**config.mk**
```make
export PLATFORM = sky130hd
export DESIGN_NAME = uart_shift_unit
export DESIGN_NICKNAME = d
export VERILOG_FILES = /design/src/rtl/uart_pkg.sv /design/src/rtl/uart_shift_unit.sv
export SDC_FILE = /design/constraint.sdc
export NUM_CORES = 1
export LEC_CHECK = 0
export ABC_AREA = 0
export BUFFER_PORTS_ARGS = -buffer_cell sky130_fd_sc_hd__clkbuf_2
export CAP_MARGIN = 25
export CORE_ASPECT_RATIO = 0.9
export CORE_UTILIZATION = 45
export CTS_CLUSTER_DIAMETER = 100
export CTS_CLUSTER_SIZE = 8
export DETAILED_ROUTE_END_ITERATION = 16
export GPL_TIMING_DRIVEN = 0
export PLACE_DENSITY = 0.73
export SLEW_MARGIN = 15
export SYNTH_ARGS = -nofsm -noshare
export SYNTH_HDL_FRONTEND = slang
export SYNTH_SLANG_ARGS = --single-unit
```
**constraint.sdc**
```tcl
create_clock -name clk -period 1.7 [get_ports clk]
set_clock_uncertainty 0.1 [all_clocks]
set_input_delay 0.17 -clock clk [delete_from_list [all_inputs] [get_ports clk]]
set_output_delay 0.17 -clock clk [all_outputs]
set_load 0.02 [all_outputs]
```
**src/rtl/uart_pkg.sv**
```systemverilog
// Shared UART definitions: shift-engine state encoding and the default frame width.
package uart_pkg;

   localparam int UART_DATA_W = 8;

   typedef enum logic {
      IDLE  = 1'b0,
      SHIFT = 1'b1
   } uart_shift_state_t;

endpackage

```
**src/rtl/uart_shift_unit.sv**
```systemverilog
// Full-duplex parametrised shift engine: parallel load, serial out, serial in,
// single-cycle done pulse and a held copy of the last completed received word.
module uart_shift_unit
   import uart_pkg::*;
#(
   parameter int   WIDTH     = UART_DATA_W,
   parameter int   LSB_FIRST = 1,
   parameter logic IDLE_BIT  = 1'b1
) (
   input  logic             clk,
   input  logic             rst_n,
   input  logic             shift_en_i,
   input  logic             abort_i,
   input  logic             load_valid_i,
   input  logic [WIDTH-1:0] load_data_i,
   output logic             load_ready_o,
   input  logic             ser_in_i,
   output logic             ser_out_o,
   output logic             busy_o,
   output logic             done_o,
   output logic [WIDTH-1:0] rx_data_o
);

   localparam int            CW   = $clog2(WIDTH + 1);
   localparam logic [CW-1:0] LAST = CW'(WIDTH - 1);

   uart_shift_state_t state_q, state_d;
   logic [WIDTH-1:0]  shreg_q, shreg_d;
   logic [WIDTH-1:0]  shifted;
   logic [CW-1:0]     cnt_q, cnt_d;
   logic [WIDTH-1:0]  rx_q, rx_d;
   logic              done_q, done_d;
   logic              ser_out_q, ser_out_d;

   // Next-state logic; ser_out is computed from the next register contents so
   // the registered output shows the exit bit in the same cycle the bit is current.
   always_comb begin
      state_d   = state_q;
      shreg_d   = shreg_q;
      cnt_d     = cnt_q;
      rx_d      = rx_q;
      done_d    = 1'b0;
      ser_out_d = IDLE_BIT;

      if (LSB_FIRST != 0) begin
         shifted = {ser_in_i, shreg_q[WIDTH-1:1]};
      end else begin
         shifted = {shreg_q[WIDTH-2:0], ser_in_i};
      end

      case (state_q)
         IDLE: begin
            if (load_valid_i) begin
               state_d = SHIFT;
               shreg_d = load_data_i;
               cnt_d   = '0;
            end
         end
         SHIFT: begin
            // abort takes priority over a coincident tick
            if (abort_i) begin
               state_d = IDLE;
            end else if (shift_en_i) begin
               shreg_d = shifted;
               cnt_d   = cnt_q + CW'(1);
               if (cnt_q == LAST) begin
                  state_d = IDLE;
                  rx_d    = shifted;
                  done_d  = 1'b1;
               end
            end
         end
         default: state_d = IDLE;
      endcase

      if (state_d == SHIFT) begin
         ser_out_d = (LSB_FIRST != 0) ? shreg_d[0] : shreg_d[WIDTH-1];
      end
   end

   // State, datapath and registered outputs; reset clears everything at once.
   always_ff @(posedge clk or negedge rst_n) begin
      if (!rst_n) begin
         state_q   <= IDLE;
         shreg_q   <= '0;
         cnt_q     <= '0;
         rx_q      <= '0;
         done_q    <= 1'b0;
         ser_out_q <= IDLE_BIT;
      end else begin
         state_q   <= state_d;
         shreg_q   <= shreg_d;
         cnt_q     <= cnt_d;
         rx_q      <= rx_d;
         done_q    <= done_d;
         ser_out_q <= ser_out_d;
      end
   end

   assign load_ready_o = (state_q == IDLE);
   assign busy_o       = (state_q == SHIFT);
   assign done_o       = done_q;
   assign ser_out_o    = ser_out_q;
   assign rx_data_o    = rx_q;

endmodule

```
# Word level (Yosys, flattened, before mapping)
# Index checks and enable logic that the tools add are counted.
[totals]
reg_bits = 23
latch_bits = 0
ramBits = 0
rom_bits = 0
inputBits = 14
out_inout_bits = 12
word_cells = 34
memories = 0
[op_classes]
add_sub_neg = 1
n_mul = 0
n_div = 0
n_lt_le_gt_ge = 0
eq_ne = 4
shifts = 0
muxes = 18
n_bitwise = 2
reduce_logical = 2
[ops]
columns = ["op", "n"]
rows = [
  ["$mux W8", 3],
  ["$pmux W8 S2", 1],
  ["$mux W4", 3],
  ["$mux W1", 9],
  ["$pmux W4 S2", 1],
  ["$ne A2 B2 Y1 const B", 3],
  ["$add A4 B1 Y4 const B", 1],
  ["$eq A4 B3 Y1 const B", 1],
  ["$reduce_and A4 Y1", 1],
  ["$reduce_and A3 Y1", 1],
  ["$not A1 Y1", 2],
  ["$pmux W1 S2", 1],
]

# Longest topological paths before layout
# Gate-level depths: netlist of run 1.
[logic_depth]
word_depth = 6
ltp_mapped = 4
depth_no_buf = 4

# Worst setup path before layout of run 1
# OpenSTA, ideal clock, no wires.
[synth_path]
kind = "flip-flop to flip-flop"
startpoint = "reg state_q, in the netlist busy_o"
endpoint = "reg rx_q[7], in the netlist rx_data_o[7]"
setup_time_ns = 0.125
arrival_ns = 1.481
slack_ns = -0.005
path_stages_with_launch = 4
n_path_buf = 0
synth_period_minus_slack_ns = 1.705
path_cell_list = "dfrtp_1 > inv_1 > nor3_4 > mux2_2"
[synth_between]
elab_chain_cells = 1
[synth_rtl]
columns = ["item", "line", "text"]
rows = [
  ["start, declared", "uart_shift_unit.sv:27", "uart_shift_state_t state_q, state_d;"],
  ["start signal, assigned", "uart_shift_unit.sv:91", "state_q <= state_d;"],
  ["$reduce_and A4 Y1 (no source line)", "-", ""],
  ["end signal, assigned", "uart_shift_unit.sv:94", "rx_q <= rx_d;"],
  ["end, declared", "uart_shift_unit.sv:31", "logic [WIDTH-1:0] rx_q, rx_d;"],
]
# No other way between the ends.
# A chain may end at the register's enable or synchronous reset.

# Worst setup path after layout of run 1
[layout_path]
startpoint = "reg cnt_q[1]"
endpoint = "reg rx_q[3], in the netlist rx_data_o[3]"
[layout_between]
elab_chain_cells = 2
[layout_rtl]
columns = ["item", "line", "text"]
rows = [
  ["start, declared", "uart_shift_unit.sv:30", "logic [CW-1:0] cnt_q, cnt_d;"],
  ["start signal, assigned", "uart_shift_unit.sv:93", "cnt_q <= cnt_d;"],
  ["$eq A4 B3 Y1", "uart_shift_unit.sv:66", "if (cnt_q == LAST) begin"],
  ["$reduce_and A4 Y1 (no source line)", "-", ""],
]
# No other way between the ends.

==> summary.txt, run 1 <==
GRT
  – Largest net degree at the start of global routing: 24
  – Initial antenna violation count: 0
  – Global Route Usage Sum: between 10% and 20%
  – First-pass GRT wire length: a little over 3000 um
  – Vias in the first global route: 690
  – Grt total ovfl: 0

Timing
  – Sum Neg Setup Slack: 0 ns
  – RSZ-0062 raised after global routing: true
  – Max frequency: roughly 590 MHz
  – Slew Viols, Final: 0
  – Final hold violation count: 0
  – Period minus WS final: around 1.7 ns
  – Final worst-path cycle share: approximately 100%
  – Relative slew margins: 61.8%
  – Final setup viols: 0
  – Slew @ Worst Pin: 0.573 ns

Setup path
  – CP cell instances: ha_2 > nand4b_1 > nor3_4 > buf_12 > mux2_2
  – R2R cell count: 5
  – Reg2reg setup slack: between 0.006 and 0.007 ns
  – CP Capture Point: rx_data_o[3]$_DFFE_PN0P_
  – Crit path launch type: register
  – R2r startpoint: cnt_q[1]$_DFFE_PN0P_
  – Worst setup EP type: register
  – CP max stage cell: dfrtp_1
  – Worst Path Buf+Inv: 1
  – Max stage delay on crit path: between 0.3 and 0.4 ns
  – Crit path DAT: roughly 1.8 ns
  – Crit path kind: reg2reg
  – CP startpoint: cnt_q[1]$_DFFE_PN0P_
  – Worst R2R End: rx_data_o[3]$_DFFE_PN0P_
  – Crit path max fanout: 8
  – Required time of the critical path: between 1.5 and 2 ns
  – CP Depth: 5
  – Largest delay share family, worst path: simple AND/OR/NAND/NOR gates

Clock network
  – Root Buffer: clkbuf_4
  – Clock Latency Late Sink: ~0.3 ns
  – CTS Buf Count: 3
  – Clk sinks: 23
  – CTS tree: built
  – Clk buf depth: 2
  – # H-tree levels: 1
  – CTS clk-pin slew, worst paths: roughly 0.11 ns

Placed design
  – Port bufs: 25
  – Hpwl dp: 1270 um
  – Placed cells: 124
  – DP Area: between 1000 and 1500 sq um
  – Routability Congestion: approximately 0.76

Logic synthesis
  – Mapped Area: 982 sq um
  – Cell variety after synth: 24
  – Area contributors post-synth: dfrtp_1 (56%), mux2_2 (10%), a22o_1 (6.2%)
  – Cell accounting for the most synthesized area: dfrtp_1
  – Yosys top cell area share: between 50% and 60%
  – Sequential element share of the synthesized area: roughly three fifths
  – Syn Nets: between 80 and 90
  – Synth Register Bits: 23
  – Cell count after synthesis: 74
  – Synth Area per Inst: between 10 and 15 sq um
  – Ys Warns: 0

Floorplan
  – Starting density of the core: between 40% and 50%
  – Die footprint: approximately 2400 sq um
  – Area of the core: about 2000 sq um
  – Io pins: 26
  – Die H: between 40 and 50 um
  – # rows: 15
  – Die Wd: around 51 um

Finish
  – Final instance area: between 1000 and 1500 sq um
  – Area growth from synthesis to layout: 27.8%
  – Antenna Cells: 0
  – Register Area: 577 sq um
  – Post-layout nets: 128
  – Multi-input logic area: slightly below 400 sq um
  – Commonest non-fill, non-tap cell in the layout: clkbuf_2
  – Layout cells sized above 1: ~45%
  – Fin util: between 60% and 70%
  – Final cell count without fillers: roughly 140
  – Most frequent cells in the layout: clkbuf_2 (25), dfrtp_1 (22), mux2_2 (9)
  – Filler cells: ~180

Outcome
  – Run status: complete, no violations

Worst hold path
  – Hold depth: 3
  – Hold Crit Class: in2reg

Route
  – Vias per cell: between 5 and 6
  – Routed WL: approximately 1900 um
  – Routed WL per cell: roughly 14 um
  – Antenna-violating nets left: 0
  – TritonRoute pass-1 iters: 4
  – # DRC: 0
  – Via count: 715
  – Initial DRC count: 3

Power and ir drop
  – Pwr/cell area: 879 nW/um^2
  – Lkg Pwr: 0.690 nW
  – Worst VDD drop: roughly 0.00066 V

Run
  – MaxCap Viol Count: 0
==> worst min path at each step <==
stage / to / startpoint
2_1_floorplan: busy_o$_DFF_PN0_ / rst_n
3_3_place_gp: shreg_q[0]$_DFF_PN0_ / rst_n
3_5_place_dp: shreg_q[0]$_DFF_PN0_ / rst_n
4_1_cts: shreg_q[3]$_DFFE_PN0P_ / load_data_i[3]
5_1_grt: shreg_q[5]$_DFFE_PN0P_ / load_data_i[5]
6_report: shreg_q[5]$_DFFE_PN0P_ / load_data_i[5]
==> per-stage QoR <==
stage	power, mW	hold WS (ns)	setup slack (ns)
3_3_place_gp	0.850	0.0860	-0.101
5_1_grt	1.17	0.0573	-0.0551
4_1_cts	1.12	0.0482	0.00541
3_5_place_dp	0.861	0.0923	-0.123
2_1_floorplan	0.787	-0.226	0.0128
6_report	1.10	0.0619	0.00677
==> area by class of cell <==
type,count,share of cell area [%]
flip-flops and latches,23,46.0
multi-input cells,47,31.1
repair buffers,34,16.9
well taps,25,2.49
clock buffers,4,2.09
plain buffers,2,0.798
inverters,2,0.598
==> what timing repair did <==
action,CTS,global route
buffers inserted,4,2
resized for setup,0,1
pin swaps,2,3
setup endpoints to repair,8,8
hold buffers,3,0
endpoints found under the hold margin,24,0
==> tightest hold or removal path: cells and delay by family <==
kind            cells  cell delay [ns]
compound gates      2             0.20
buf+inv             1             0.08
==> registers in the layout, indices dropped and copies added, names as in the netlist <==
signal     cells
shreg_q        8
rx_data_o      8
done_o         1
cnt_q          4
busy_o         1
ser_out_o      1
==> where the power goes <==
part	total (mW)	internal, mW	switching [mW]
registers	0.665	0.613	0.0516
clock network	0.238	0.0914	0.147
logic	0.200	0.101	0.0991
total	1.10	0.806	0.297
==> cell families after synthesis <==
family          count (synthesis)  share of synthesized area, %
fa+ha+maj                       1                          1.27
mux                            12                          13.4
flops                          23                          58.7
buf+inv                         4                          1.78
compound gates                 19                          15.2
simple gates                   15                          9.68
==> cell usage after synthesis <==
cell / number
nor2_1: 1
buf_2: 2
a21o_1: 7
nor2b_1: 2
a22o_1: 7
a41oi_1: 1
a31o_2: 1
inv_1: 2
nor2_2: 1
dfstp_2: 1
nand4_1: 1
a21oi_1: 1
nand2b_1: 1
ha_1: 1
a211oi_1: 1
nor3_4: 1
o21ai_0: 1
nand4b_1: 1
dfrtp_1: 22
and3b_1: 1
and2b_1: 1
mux2i_1: 3
mux2_2: 9
nand2_1: 5
==> routing by layer <==
metal,up-vias,track usage (%),wire length (um)
li1,348,-,-
met1,342,22.5,924
met2,23,30.8,838
met3,2,5.94,105
met4,0,5.41,12
met5,-,0,0
No activity file was read; power rests on OpenSTA's default activity.
==> inputs of run 2 (changes only) <==
==> constraint.sdc (replaced) <==
create_clock -name clk -period 1.51 [get_ports clk]
set_clock_uncertainty 0.1 [all_clocks]
set_input_delay 0.151 -clock clk [delete_from_list [all_inputs] [get_ports clk]]
set_output_delay 0.151 -clock clk [all_outputs]
set_load 0.02 [all_outputs]
==> run 2 against run 1 <==
  * Critical path depth unchanged
  * Via count decreased by 1.3%
  * Largest cell class unchanged
  * Flip-flop and latch count unchanged
  * The run now ends with setup timing left
  * Critical path type unchanged
  * Non-clock buffer count decreased by 1
  * Register-to-register slack got worse by 0.13 ns
  * Sequential power increased by 13%
  * Setup slack got worse by 0.13 ns
  * Global-route usage increased by 0.58 points
  * Worst hold slack got worse by 0.037 ns
  * Design area increased by 1.3%
  * Maximum frequency increased by 3.9%
  * Wire length increased by 3.1%
==> summary.txt, run 2 (synthesis gave the netlist of run 1 again) <==
Timing
  – Relative slew margins: 63.1% (+1.4 points)
  – Slew Viols, Final: 0 (unchanged)
  – Max frequency: 614 MHz (+3.9%)
  – Slack of the critical path: -0.120 ns (-0.126 ns)
  – Final setup viols: 8 (+8)
  – Final hold violation count: 0 (unchanged)
  – Period minus WS final: 1.63 ns (-0.0636 ns)
  – Final worst-path cycle share: 108% (+8.3 points)
  – RSZ-0062 raised after global routing: true
  – Slew @ Worst Pin: 0.553 ns (-0.0203 ns)

GRT
  – Global Route Usage Sum: 18.8% (+0.58 points)
  – Grt total ovfl: 0 (unchanged)
  – Largest net degree at the start of global routing: 24 (unchanged)
  – First-pass GRT wire length: 3060 um (+1.1%)
  – Vias in the first global route: 647 (-6.2%)
  – Initial antenna violation count: 0 (unchanged)

Power and ir drop
  – Switching Share: 27.9% (+0.91 points)
  – Clock share of power: 22.3% (+0.7 points)
  – Overall Power: 1.28 mW (+16%)
  – Lkg Pwr: 0.687 nW (-0.35%)
  – Comb power frac: 19.1% (+1.0 points)
  – Pwr/cell area: 1010 nW/um^2 (+14%)
  – Worst VDD drop: 0.000741 V (+12%)
  – Internal power: 0.922 mW (+14%)
  – P_sw: 0.356 mW (+20%)
  – Sequential power share: 58.7% (-1.6 points)

Setup path
  – Worst setup EP type: register
  – R2R cell count: 5 (unchanged)
  – Crit path launch type: register
  – Crit path DAT: 1.74 ns (-0.05 ns)
  – Crit path kind: reg2reg
  – CP startpoint: cnt_q[1]$_DFFE_PN0P_
  – Worst R2R End: rx_data_o[0]$_DFFE_PN0P_
  – Crit path max fanout: 9 (+1)
  – R2r startpoint: cnt_q[1]$_DFFE_PN0P_
  – Reg2reg setup slack: -0.12 ns (-0.13 ns)
  – Required time of the critical path: 1.62 ns (-0.18 ns)

Worst hold path
  – WHS Endpoint: shreg_q[2]$_DFFE_PN0P_
  – Hold Crit Class: in2reg
  – Hold wc startpoint: load_data_i[2]
  – Hold depth: 3 (unchanged)

Finish
  – Antenna Cells: 0 (unchanged)
  – Area growth from synthesis to layout: 29.4%
  – Final cell count without fillers: 136 (-0.73%)
  – Layout cells sized above 1: 45.9% (+1.3 points)
  – Filler cells: 163 (-8.9%)
  – Most frequent cells in the layout: clkbuf_2 (25), dfrtp_1 (21), a22o_1 (7), a21o_1 (7), mux2_2 (6)
  – Commonest non-fill, non-tap cell in the layout: clkbuf_2
  – Multi-input logic area: 408 sq um (+4.5%)
  – Post-layout nets: 127 (-0.78%)
  – Fin util: 63.9% (+0.82 points)
  – Register Area: 578 sq um (+0.22%)

Placed design
  – Hpwl dp: 1310 um (+3.0%)
  – Placed cells: 124 (unchanged)
  – Port bufs: 25 (unchanged)
  – Routability Congestion: 0.755 (-0.16%)

Route
  – Routed WL: 1940 um (+3.1%)
  – Initial DRC count: 9 (+6)
  – Antenna-violating nets left: 0 (unchanged)
  – # DRC: 0 (unchanged)
  – TritonRoute pass-1 iters: 4 (unchanged)
  – Routed WL per cell: 14.3 um (+3.9%)
  – Via count: 706 (-1.3%)
  – Vias per cell: 5.19 (-0.53%)

Floorplan
  – Area of the core: 1990 sq um (unchanged)
  – Die footprint: 2370 sq um (unchanged)
  – Die H: 46.3 um (unchanged)
  – # rows: 15 (unchanged)
  – Starting density of the core: 49.4% (unchanged)
  – Io pins: 26 (unchanged)
  – Die Wd: 51.2 um (unchanged)

Clock network
  – CTS tree: built
  – CTS Buf Count: 3 (unchanged)
  – CTS clk-pin slew, worst paths: 0.12 ns (about the same)
  – Root Buffer: clkbuf_4
  – Clk sinks: 23 (unchanged)
  – Clock Latency Late Sink: 0.31 ns (about the same)
  – Clk buf depth: 2 (unchanged)
  – # H-tree levels: 1 (unchanged)

Run
  – MaxCap Viol Count: 0 (unchanged)

Outcome
  – Run status: finished with violations
  – Failing checks: setup timing
[run 2: cell count changes in the layout (fill, tap and decap cells not counted)]
cell and delta:
and3b_1 -1, buf_2 -2, clkbuf_4 +2, buf_4 -1
nor2_2 -1, mux2_2 -3, mux2_4 +3, and3b_2 +1
dfrtp_1 -1, nor2_4 +1, dfrtp_2 +1
[run 2: critical path: stages (launching register included)]
cell and delay [ns]:
dfrtp_1 0.39, ha_2 0.18, nand4b_1 0.17, nor3_4 0.20, buf_12 0.16, mux2_2 0.33
[run 2: metal layers]
| metal | track usage, % | wire [um] | up-vias |
|---|---|---|---|
| met4 | 6.49 | 27 | 0 |
| met1 | 21.5 | 881 | 336 |
| met5 | 0 | 0 | - |
| met3 | 6.93 | 106 | 5 |
| met2 | 32.9 | 923 | 20 |
| li1 | - | - | 345 |
[run 2: area by class of cell]
| cell class | count | share of cell area, % |
|---|---|---|
| Tap cell | 25 | 2.46 |
| Timing Repair Buffer | 33 | 16.1 |
| Multi-Input combinational cell | 47 | 32.1 |
| Sequential cell | 23 | 45.5 |
| Clock buffer | 4 | 2.07 |
| Inverter | 2 | 0.591 |
| Buffer | 2 | 1.18 |
[run 2: how the worst max path moves through the flow]
stage	cells after the start	slack, ns	end
floorplan	4	-0.08	rx_data_o[7]$_DFFE_PN0P_
global placement	4	-0.29	rx_data_o[4]$_DFFE_PN0P_
detailed placement	4	-0.32	rx_data_o[3]$_DFFE_PN0P_
CTS	5	-0.19	rx_data_o[3]$_DFFE_PN0P_
global route	5	-0.18	rx_data_o[0]$_DFFE_PN0P_
finish	5	-0.12	rx_data_o[0]$_DFFE_PN0P_
[run 2: stage by stage]
step | hold slack [ns] | setup WS [ns] | area, sq um | setup TNS, ns
2_1_floorplan | -0.245 | -0.0850 | 983 | -0.679
3_3_place_gp | 0.0661 | -0.292 | 1140 | -2.31
3_5_place_dp | 0.0771 | -0.325 | 1140 | -2.51
4_1_cts | 0.0176 | -0.185 | 1240 | -1.40
5_1_grt | 0.0230 | -0.180 | 1270 | -1.34
6_report | 0.0251 | -0.120 | 1270 | -0.850
[run 2: power groups by stage]
stage          clock (mW)  combinational (mW)  sequential (mW)
2_1_floorplan           0               0.131            0.756
3_3_place_gp            0               0.201            0.757
6_report            0.284               0.244            0.749
5_1_grt             0.319               0.269            0.760
3_5_place_dp            0               0.208            0.763
4_1_cts             0.296               0.231            0.749
[run 2: timing repair]
| action | in CTS | in global routing |
|---|---|---|
| hold buffers | 3 | 0 |
| hold endpoints to repair | 24 | 0 |
| resized for setup | 0 | 8 |
| endpoints found under the setup margin | 8 | 17 |
| buffers inserted | 4 | 1 |
| pin swaps | 2 | 2 |
